<file path="config.mk">
export PLATFORM = sky130hd
export DESIGN_NAME = kas_control_unit_mc
export DESIGN_NICKNAME = d
export VERILOG_FILES = /design/src/rtl/kas_control_unit_mc.sv
export SDC_FILE = /design/constraint.sdc
export NUM_CORES = 1
export LEC_CHECK = 0
export CAP_MARGIN = 10
export CORE_UTILIZATION = 35
export DETAILED_ROUTE_END_ITERATION = 8
export MAX_ROUTING_LAYER = met4
export PLACE_DENSITY = 0.66
export SYNTH_ARGS = -nofsm -noshare
export SYNTH_HDL_FRONTEND = slang
export SYNTH_SLANG_ARGS = --single-unit
</file>
<file path="constraint.sdc">
create_clock -name clk -period 1.9 [get_ports clk]
set_clock_uncertainty 0.2 [all_clocks]
set_input_delay 0.19 -clock clk [delete_from_list [all_inputs] [get_ports clk]]
set_output_delay 0.19 -clock clk [all_outputs]
set_load 0.005 [all_outputs]
</file>
<file path="src/rtl/kas_control_unit_mc.sv">
// Multicycle control unit for the K&S datapath.
// Moore-style FSM with a req/ack RAM handshake (bounded wait), conditional
// and overflow branches, single-step hold, resume-from-halt and a counter
// of retired instructions.

package k_and_s_pkg;
    typedef enum logic [3:0] {
        I_NOP,
        I_LOAD,
        I_STORE,
        I_MOVE,
        I_ADD,
        I_SUB,
        I_AND,
        I_OR,
        I_BRANCH,
        I_BZERO,
        I_BNEG,
        I_HALT,
        I_BNZERO,
        I_BNNEG,
        I_BOV,
        I_BNOV
    } decoded_instruction_type;
endpackage

module kas_control_unit_mc
    import k_and_s_pkg::*;
#(
    parameter int MEM_TIMEOUT   = 16,
    parameter bit ENABLE_OVF_BR = 1'b1,
    parameter int CNT_W         = 16
) (
    input  logic                    clk,
    input  logic                    rst,
    input  decoded_instruction_type decoded_instruction,
    input  logic                    zero_op,
    input  logic                    neg_op,
    input  logic                    unsigned_overflow,
    input  logic                    signed_overflow,
    input  logic                    mem_ack,
    input  logic                    step_mode,
    input  logic                    step_go,
    input  logic                    resume,
    output logic                    branch,
    output logic                    pc_enable,
    output logic                    ir_enable,
    output logic                    write_reg_enable,
    output logic                    flags_reg_enable,
    output logic                    ram_write_enable,
    output logic                    addr_sel,
    output logic                    c_sel,
    output logic [1:0]              operation,
    output logic                    mem_req,
    output logic                    halt,
    output logic                    bus_error,
    output logic [CNT_W-1:0]        instr_count
);

    typedef enum logic [3:0] {
        S_FETCH,
        S_DECODE,
        S_LOAD,
        S_STORE,
        S_ALU,
        S_MOVE,
        S_BRANCH,
        S_NEXT,
        S_STEP_HOLD,
        S_HALT,
        S_ERROR
    } state_t;

    // Wait counter only needs to reach MEM_TIMEOUT-1.
    localparam int TW = (MEM_TIMEOUT > 2) ? $clog2(MEM_TIMEOUT) : 1;
    localparam logic [TW-1:0] TMAX = (MEM_TIMEOUT > 0) ? TW'(MEM_TIMEOUT - 1) : '0;

    state_t          state, state_n;
    logic [1:0]      op_q, op_n;
    logic [TW-1:0]   tcnt;
    logic            mem_state;
    logic            tmo;
    logic            unused_flags;

    // The unsigned carry flag is not a branch condition in this ISA.
    assign unused_flags = unsigned_overflow;

    assign mem_state = (state == S_FETCH) || (state == S_LOAD) || (state == S_STORE);
    // An ack on the final allowed cycle still completes the access.
    assign tmo = (MEM_TIMEOUT > 0) && mem_state && (tcnt == TMAX) && !mem_ack;

    // State, latched ALU op, wait counter and retired-instruction counter.
    always_ff @(posedge clk or posedge rst) begin
        if (rst) begin
            state       <= S_FETCH;
            op_q        <= 2'b00;
            tcnt        <= '0;
            instr_count <= '0;
        end else begin
            state <= state_n;
            op_q  <= op_n;
            // Any state change restarts the wait count, so each memory
            // state begins at zero; staying in one means no ack yet.
            if (state_n != state)
                tcnt <= '0;
            else if (mem_state)
                tcnt <= tcnt + TW'(1);
            if (state == S_BRANCH || state == S_NEXT)
                instr_count <= instr_count + CNT_W'(1);
        end
    end

    // Next-state logic and ALU op latching in DECODE.
    always_comb begin
        state_n = state;
        op_n    = op_q;
        case (state)
            S_FETCH: begin
                if (mem_ack)  state_n = S_DECODE;
                else if (tmo) state_n = S_ERROR;
            end
            S_DECODE: begin
                case (decoded_instruction)
                    I_LOAD:   state_n = S_LOAD;
                    I_STORE:  state_n = S_STORE;
                    I_OR:     begin op_n = 2'b00; state_n = S_ALU; end
                    I_ADD:    begin op_n = 2'b01; state_n = S_ALU; end
                    I_SUB:    begin op_n = 2'b10; state_n = S_ALU; end
                    I_AND:    begin op_n = 2'b11; state_n = S_ALU; end
                    I_MOVE:   state_n = S_MOVE;
                    I_BRANCH: state_n = S_BRANCH;
                    I_HALT:   state_n = S_HALT;
                    I_BZERO:  state_n = zero_op  ? S_BRANCH : S_NEXT;
                    I_BNZERO: state_n = !zero_op ? S_BRANCH : S_NEXT;
                    I_BNEG:   state_n = neg_op   ? S_BRANCH : S_NEXT;
                    I_BNNEG:  state_n = !neg_op  ? S_BRANCH : S_NEXT;
                    I_BOV:    state_n = (ENABLE_OVF_BR && signed_overflow)  ? S_BRANCH : S_NEXT;
                    I_BNOV:   state_n = (ENABLE_OVF_BR && !signed_overflow) ? S_BRANCH : S_NEXT;
                    default:  state_n = S_NEXT;
                endcase
            end
            S_LOAD, S_STORE: begin
                if (mem_ack)  state_n = S_NEXT;
                else if (tmo) state_n = S_ERROR;
            end
            S_ALU, S_MOVE: state_n = S_NEXT;
            S_BRANCH, S_NEXT: state_n = step_mode ? S_STEP_HOLD : S_FETCH;
            S_STEP_HOLD: begin
                if (step_go || !step_mode) state_n = S_FETCH;
            end
            S_HALT: begin
                if (resume) state_n = S_NEXT;
            end
            S_ERROR: state_n = S_ERROR;
            default: state_n = S_ERROR;
        endcase
    end

    // Moore outputs from state; RAM-completion enables also qualified by ack.
    // Everything is forced low while rst is high so mem_req drops at once.
    always_comb begin
        branch           = 1'b0;
        pc_enable        = 1'b0;
        ir_enable        = 1'b0;
        write_reg_enable = 1'b0;
        flags_reg_enable = 1'b0;
        ram_write_enable = 1'b0;
        addr_sel         = 1'b0;
        c_sel            = 1'b0;
        operation        = 2'b00;
        mem_req          = 1'b0;
        halt             = 1'b0;
        bus_error        = 1'b0;
        if (!rst) begin
            case (state)
                S_FETCH: begin
                    mem_req   = 1'b1;
                    ir_enable = mem_ack;
                end
                S_LOAD: begin
                    mem_req          = 1'b1;
                    addr_sel         = 1'b1;
                    write_reg_enable = mem_ack;
                end
                S_STORE: begin
                    mem_req          = 1'b1;
                    addr_sel         = 1'b1;
                    ram_write_enable = 1'b1;
                end
                S_ALU: begin
                    c_sel            = 1'b1;
                    write_reg_enable = 1'b1;
                    flags_reg_enable = 1'b1;
                    operation        = op_q;
                end
                S_MOVE: begin
                    c_sel            = 1'b1;
                    write_reg_enable = 1'b1;
                end
                S_BRANCH: begin
                    branch    = 1'b1;
                    pc_enable = 1'b1;
                    addr_sel  = 1'b1;
                end
                S_NEXT: pc_enable = 1'b1;
                S_HALT: halt = 1'b1;
                S_ERROR: begin
                    halt      = 1'b1;
                    bus_error = 1'b1;
                end
                default: ;
            endcase
        end
    end

endmodule
</file>
---- After elaboration in Yosys (flattened, before gate mapping) ----
Index checks and enable logic that the tools add are counted.
cells by class
  add/subtract/negate cells ............... 2
  equal/unequal tests ..................... 27
  muxes and demuxes ....................... 41
  reductions and logical operators ........ 19
operator list
  kind                   number
  $eq 4x4->1 const B     12
  $pmux 4 s12            1
  $eq 4x3->1 const B     8
  $mux 4                 8
  $pmux 4 s7             1
  $mux 1                 27
  $add 16x1->16 const B  1
  $eq 4x2->1 const B     4
  $eq 4x1->1 const B     2
  $pmux 2 s4             1
  $reduce_or 2->1        4
  $reduce_or 3->1        2
  $add 4x1->4 const B    1
  $logic_not 4->1        1
  $logic_or 1x1->1       4
  $mux 2                 2
  $ne 4x4->1             1
  $reduce_bool 4->1      1
  $reduce_or 4->1        1
  $logic_and 1x1->1      2
  $logic_not 1->1        2
  $pmux 1 s2             1
  $reduce_and 2->1       1
  $reduce_bool 2->1      1
word-level totals
  register bits ........................... 26
  input port bits ......................... 14
  output and inout bits ................... 29
  word-level logic and storage cells ...... 93

---- Logic depth before layout (Yosys ltp) ----
Gate-level depths: netlist of the first run.
  word-level depth ........................ 10
  gate-level depth with buffers ........... 6
  mapped depth without buffers ............ 6

---- Worst setup path before layout of the first run ----
Ideal clock, no wire load.
  path type ............................... in2out
  start point ............................. in rst
  end point ............................... out addr_sel
  arrival time ............................ 1407 ps
  required time ........................... 1510 ps
  path slack .............................. 103 ps
  stages on the path ...................... 4
  buffers on the path ..................... 1
  cells stage by stage .................... clkbuf_1 > inv_1 > nand2_1 > a211oi_1
between the ends
  word-level cells in the longest chain between the ends .. 1
ends and longest elaborated chain
  item         line  text
  from (decl)  35    input logic rst,
  $mux 1       174   if (!rst) begin
  to (decl)    51    output logic addr_sel,
Every way passes these cells.

---- Final worst setup path of the first run ----
  start point ............................. reg state[3]
  end point ............................... out operation[0]
between the ends
  word-level cells in the longest chain between the ends .. 3
ends and longest elaborated chain
  item                    line  text
  from (decl)             78    state_t state, state_n;
  from (signal assigned)  100   state <= state_n;
  $eq 4x3->1              175   case (state)
  $mux 2                  175
  $mux 2                  174
  to (decl)               53    output logic [1:0] operation,
Every way passes these cells.

==> reports/summary.txt, run 1 <==
Post-CTS clock slew at the launch and capture registers of the worst setup and hold paths: 0.09 ns
Gate count of the mapped netlist: 183
Data required time at the worst endpoint: 1.51 ns
Post-DR wirelength/cell: 15.7 um
Crit path cell chain: or2b_1 > nor4_2 > buf_4 > and2_4 > buf_6
Worst reg2reg path endpoint: tcnt[2]
Worst Setup Start Kind: flip-flop
Relative contribution of sequential cells to total power: 0.228
Max Fanout on Critical Path: 4
Standard cell core area: 4440 um^2
Remaining global-route overflow: 0
Leading cell type in the layout, fill and taps excluded: sky130_fd_sc_hd__buf_4
Number of nets in the synthesized netlist: 199
Highest-count cells in the layout ignoring fill and taps: 49 x sky130_fd_sc_hd__buf_4, 25 x sky130_fd_sc_hd__clkdlybuf4s50_1, 24 x sky130_fd_sc_hd__dfrtp_1
Maximum vdd drop: 0.543 mV
Hold buffers post-CTS: 0
Clock H-tree levels: 1
Number of antenna repair diodes: 0
P per Cell Area: 1270 nW/um^2
Power share of the combinational group: 0.643
Clock latency on the worst-skew pair: 0.27 ns
Amount of wire on met3 after detailed routing: 228 um
P_int: 2.13 mW
Via count: 1727
Number of antenna violations at the first check in global routing: 0
Critical register-to-register path startpoint: state[1]
Post-route minimum period: 2.04 ns
Instance count on the critical path: 5
Result of the run: complete, but fails checks
Cell area after layout: 2810 um^2
Violations in the final reports: design-rule violations, negative setup slack
Total of endpoints with negative setup slack in the final report: 10
Pin count of the biggest net entering global routing: 27
Filler-free cell count of the finished design: 325
Net count, final: 290
Source of the critical timing path: state[3]
Overall global routing resource usage: 0.198
Async set-or-reset flop fraction in the synthesized netlist: 1.00
Number of clock sinks: 26
Met1 Routed Length: 2200 um
Cell type of the slowest stage on the worst timing path: sky130_fd_sc_hd__dfrtp_1
Ratio of routed vias to standard cells: 5.31
Die outline area: 5010 um^2
Setup Crit Path Kind: reg2out
Prevailing post-synth register cell: sky130_fd_sc_hd__dfrtp_1
Number of detailed-route iterations in the first pass: 8
Slowest cell delay on critical path: 0.42 ns
Detailed route wirelength on metal2: 2620 um
Sequential area share after synthesis: 0.393
Synthesized area: 1660 um^2
Crit path to: operation[0]
Maximum clock path buffer count: 2
Number of max-capacitance violations reported: 0
Tightest Pin Transition: 0.366 ns
Cell family with most CP delay: simple AND/OR/NAND/NOR gates
Period utilization: 1.07
F_max: 0.491 GHz
Number of global-route vias before repair: 1601
Switching power of the nets: 1.43 mW
Number of top-level design ports: 43
Flip-flop and latch count after synthesis: 26
Count of unique library cells instantiated by Yosys: 47
DR DRC count: 10
Max Used Layer: met4
Post-DRT Antenna Nets: 0
Worst slew margin relative to its limit: 0.756
Post-placement cell count: 309
Proportion of total power due to net switching: 0.402
Fraction of layout cells with a size suffix above 1: 0.421
Width of the chip: 70.8 um
Setup slack of the critical path after layout: -0.138 ns
Setup WS pre-CTS: -0.371 ns
Num CTS Buffers: 3
Starting DRT DRC Count: 100
First-pass GRT wire length: 7630 um
Total of buffers placed on input and output ports: 41
Buffers plus inverters on the worst setup path: 2
Starting density of the core: 0.372
Sum of net half-perimeters after detailed placement: 3450 um
Setup repair after global routing missed its margin: yes
Post-place instance area: 2400 um^2
TritonCTS clock tree: built
Number of pins exceeding their max-slew limit in the final report: 0
Area growth from synthesis to layout: 69.5%
Total Routed Length: 5110 um
Number of warnings issued by yosys: 0
Final hold vios: 0
Number of cells traversed by the worst register-to-register path: 7
Synthesized area per cell: 9.05 um^2
EDFF count, synth: 0
Kind of end point of the critical path: primary output
Clock network fraction of design power: 0.129
Number of standard-cell rows in the floorplan: 24
Leakage dissipation: 1.26 nW
Path category of the worst min-delay check: in2async
Vert. Die Dim: 70.8 um
Clk root buf: sky130_fd_sc_hd__clkbuf_8
Routability Congestion: 0.900
Data arrival at the endpoint of the critical path: 1.65 ns
Setup slack, reg-to-reg: -0.12 ns
==> state kept, by name (all words and copies together) (netlist names) <==
register	flops
op_q	2
tcnt	4
instr_count	16
state	4
==> synthesized netlist by cell type, types with 5 or more instances <==
cell type / number / area, um^2
sky130_fd_sc_hd__a21oi_1: 9 / 45.0
sky130_fd_sc_hd__nand4_1: 5 / 31.3
sky130_fd_sc_hd__xnor2_1: 12 / 105
sky130_fd_sc_hd__nor3_1: 9 / 45.0
sky130_fd_sc_hd__nor2_1: 15 / 56.3
sky130_fd_sc_hd__nor4_1: 7 / 43.8
sky130_fd_sc_hd__dfrtp_1: 26 / 651
sky130_fd_sc_hd__xor2_1: 8 / 70.1
sky130_fd_sc_hd__inv_1: 7 / 26.3
sky130_fd_sc_hd__o21ai_0: 6 / 30.0
sky130_fd_sc_hd__nand2_1: 19 / 71.3
==> tightest hold or removal path, cell delays in order <==
cell and delay, ns:
sky130_fd_sc_hd__clkdlybuf4s50_1 0.49, sky130_fd_sc_hd__inv_1 0.12, sky130_fd_sc_hd__buf_4 0.33
==> final cells by class <==
type | instances | area, um^2
repair buffers | 95 | 830
fillers | 378 | 1640
clock buffers | 3 | 41.3
well taps | 52 | 65.1
clock inverters | 1 | 30.0
multi-input cells | 141 | 1160
inverters | 7 | 26.3
flip-flops and latches | 26 | 653
==> timing repair <==
item | CTS | global route
gates cloned | 0 | 0
endpoints found under the hold margin | 0 | 0
gates resized for setup | 45 | 47
pin swaps | 10 | 11
setup endpoints to repair | 22 | 24
buffers inserted | 9 | 4
==> worst min path at each step <==
stage,end,slack [ns],cells past startpoint
2_1_floorplan,state[3],0.16,2
3_3_place_gp,op_q[0],0.26,2
3_5_place_dp,instr_count[15],0.26,1
4_1_cts,instr_count[11],0.23,3
5_1_grt,instr_count[0],0.29,3
6_report,instr_count[0],0.25,3
==> power by group through the flow <==
stage | Clock, mW | Sequential (mW) | Combinational [mW]
after floorplan | 0 | 0.805 | 0.843
after global placement | 0 | 0.833 | 1.63
after detailed placement | 0 | 0.832 | 1.64
after CTS | 0.472 | 0.797 | 1.88
after global routing | 0.487 | 0.828 | 2.43
final | 0.460 | 0.811 | 2.29
==> metrics by stage <==
step	hold slack (ns)	util	total power, mW	TNS (ns)
after CTS	0.226	0.583	3.15	-0.828
after global placement	0.258	0.539	2.46	-2.81
after global routing	0.287	0.631	3.74	-1.86
after detailed placement	0.264	0.539	2.48	-3.10
final	0.252	0.631	3.56	-0.969
after floorplan	0.156	-	1.65	0
==> kinds of logic after synthesis <==
| logic type | synth area share |
|---|---|
| simple gates | 0.296 |
| compound gates | 0.124 |
| flops | 0.393 |
| xor+xnor | 0.106 |
| buf+inv | 0.0461 |
| mux | 0.0197 |
| fa+ha+maj | 0.0151 |
==> routing by layer <==
metal  global-route usage  up-vias
met2                0.334       53
li1                     -      831
met4               0.0400        0
met3               0.0157        6
met5                    -        -
met1                0.263      837
No activity file was read; power rests on OpenSTA's default activity.
==> inputs of run 2 (changes only) <==
--- a/config.mk
+++ b/config.mk
@@ -10,6 +10,8 @@
 export DETAILED_ROUTE_END_ITERATION = 8
 export MAX_ROUTING_LAYER = met4
 export PLACE_DENSITY = 0.66
+export SETUP_SLACK_MARGIN = 0.02
 export SYNTH_ARGS = -nofsm -noshare
 export SYNTH_HDL_FRONTEND = slang
 export SYNTH_SLANG_ARGS = --single-unit
+export TNS_END_PERCENT = 50
==> run 2 against run 1 <==
The run still ends with design-rule violations, negative setup slack left. Combinational power is 8% lower. Sequential cell count did not move. Global-route usage is 0.44 points lower. Final cell count increased by 0.31%. Critical path depth increased by 1. Die area did not move. Clock power hardly changed. Total power fell by 5.4%. Fmax rose by 0.80%. Critical endpoint is now tcnt[3]. Register-to-register slack about the same. Design area is 1.7% lower. Critical path type is now reg2reg. Setup slack improved by 0.016 ns.
==> reports/summary.txt, run 2 (synthesized netlist as in run 1, its figures left out) <==
Result of the run: complete, but fails checks
Violations in the final reports: design-rule violations, negative setup slack
Worst slew margin relative to its limit: 0.755
First-pass GRT wire length: 7480 um
Buffers plus inverters on the worst setup path: 1
Setup WS pre-CTS: -0.371 ns
Crit path cell chain: buf_6 > and2_4 > o211a_1 > or3_4 > nor3_4 > nor4_1
Cell family with most CP delay: simple AND/OR/NAND/NOR gates
P_int: 2.08 mW
Clock network fraction of design power: 0.137
Overall global routing resource usage: 0.194
Ratio of routed vias to standard cells: 5.25
Final core occ: 0.620
Number of antenna violations at the first check in global routing: 0
Leakage dissipation: 1.28 nW
Power share of the combinational group: 0.624
Setup repair after global routing missed its margin: yes
DR DRC count: 10
Starting density of the core: 0.372
Number of standard-cell rows in the floorplan: 24
Width of the chip: 70.8 um
Number of top-level design ports: 43
Number of max-capacitance violations reported: 0
Slowest cell delay on critical path: 0.45 ns
Tightest Pin Transition: 0.367 ns
Total of endpoints with negative setup slack in the final report: 12
Filler-free cell count of the finished design: 326
Net count, final: 291
P per Cell Area: 1220 nW/um^2
Setup slack of the critical path after layout: -0.122 ns
Clock latency on the worst-skew pair: 0.27 ns
Hold buffers post-CTS: 0
Relative contribution of sequential cells to total power: 0.239
Area growth from synthesis to layout: 66.6%
Post-DR wirelength/cell: 15.1 um
Pin count of the biggest net entering global routing: 27
Number of antenna repair diodes: 0
Clock H-tree levels: 1
Via count: 1713
Maximum vdd drop: 0.495 mV
Max Fanout on Critical Path: 4
Post-place instance area: 2400 um^2
Flip-flop count of the largest register after layout: 16
Number of clock sinks: 26
Period utilization: 1.06
Maximum clock path buffer count: 2
Total Routed Length: 4930 um
Fraction of layout cells with a size suffix above 1: 0.401
Proportion of total power due to net switching: 0.383
Leading cell type in the layout, fill and taps excluded: sky130_fd_sc_hd__buf_4
TritonCTS clock tree: built
Vert. Die Dim: 70.8 um
Source of the critical timing path: state[0]
Die outline area: 5010 um^2
Overall Power: 3.37 mW
Number of detailed-route iterations in the first pass: 8
F_max: 0.495 GHz
Cell type of the slowest stage on the worst timing path: sky130_fd_sc_hd__dfrtp_2
Path category of the worst min-delay check: in2async
Starting DRT DRC Count: 114
Data required time at the worst endpoint: 1.85 ns
Remaining global-route overflow: 0
Largest register by flop count: instr_count
Setup Crit Path Kind: reg2reg
Num CTS Buffers: 3
Post-placement cell count: 309
Number of global-route vias before repair: 1578
Final hold vios: 0
Number of pins exceeding their max-slew limit in the final report: 0
Routability Congestion: 0.900
Critical register-to-register path startpoint: state[0]
Kind of end point of the critical path: flip-flop
Data arrival at the endpoint of the critical path: 1.97 ns
Leading registers by flop count: instr_count (16), state (4), tcnt (4)
Standard cell core area: 4440 um^2
Clk root buf: sky130_fd_sc_hd__clkbuf_8
Post-route minimum period: 2.02 ns
Highest-count cells in the layout ignoring fill and taps: 47 x sky130_fd_sc_hd__buf_4, 26 x sky130_fd_sc_hd__clkdlybuf4s50_1, 24 x sky130_fd_sc_hd__dfrtp_1
Total of buffers placed on input and output ports: 41
Sum of net half-perimeters after detailed placement: 3450 um
Switching power of the nets: 1.29 mW
Filler Cells Inserted: 376
Post-CTS clock slew at the launch and capture registers of the worst setup and hold paths: 0.10 ns
Post-DRT Antenna Nets: 0
Worst Setup Start Kind: flip-flop
Cell area after layout: 2760 um^2
-- run 2: worst register-to-register path: cells and delay by family (launching register included) --
kind / cells / cell delay, ns
AO/OA/AOI/OAI: 1 / 0.24
buffers and inverters: 1 / 0.15
flip-flops: 1 / 0.45
AND/OR/NAND/NOR: 4 / 0.87
-- run 2: worst paths after layout --
| path | to | slack (ns) | cells past startpoint |
|---|---|---|---|
| max | tcnt[3] | -0.12 | 6 |
| min | op_q[0] | 0.23 | 3 |
| max reg2reg | tcnt[3] | -0.12 | 6 |
| min reg2reg | instr_count[15] | 0.28 | 1 |
| max in group asynchronous | state[1] | 1.00 | 3 |
| min in group clk | op_q[0] | 0.27 | 3 |
-- run 2: area by class of cell --
cell class              instances  area [um^2]  share of cell area
clock buffers                   3         41.3              0.0150
inverters                       7         26.3             0.00953
flip-flops and latches         26          653               0.237
well taps                      52         65.1              0.0236
repair buffers                 96          840               0.304
clock inverters                 1         30.0              0.0109
multi-input cells             141         1100               0.400
-- run 2: routing by layer --
metal	vias up	global-route usage	routed length [um]
li1	828	-	-
met1	829	0.255	2100
met5	-	-	0
met3	4	0.0157	201
met4	0	0.0400	36
met2	52	0.328	2600
-- run 2: power by group through the flow --
stage / Sequential [mW] / Clock [mW] / Combinational [mW]
2_1_floorplan: 0.805 / 0 / 0.843
3_3_place_gp: 0.833 / 0 / 1.63
3_5_place_dp: 0.832 / 0 / 1.64
4_1_cts: 0.804 / 0.472 / 1.80
5_1_grt: 0.820 / 0.490 / 2.25
6_report: 0.804 / 0.463 / 2.10
-- run 2: metrics by stage --
stage / setup TNS [ns] / hold WS, ns
finish: -0.780 / 0.229
global route: -1.57 / 0.294
CTS: -0.802 / 0.226
detailed placement: -3.10 / 0.264
global placement: -2.81 / 0.258
floorplan: 0 / 0.156
-- run 2: timing repair --
action | in CTS | in global routing
setup endpoints to repair | 22 | 27
gates resized for setup | 52 | 35
setup buffers | 5 | 9
pin swaps | 4 | 6
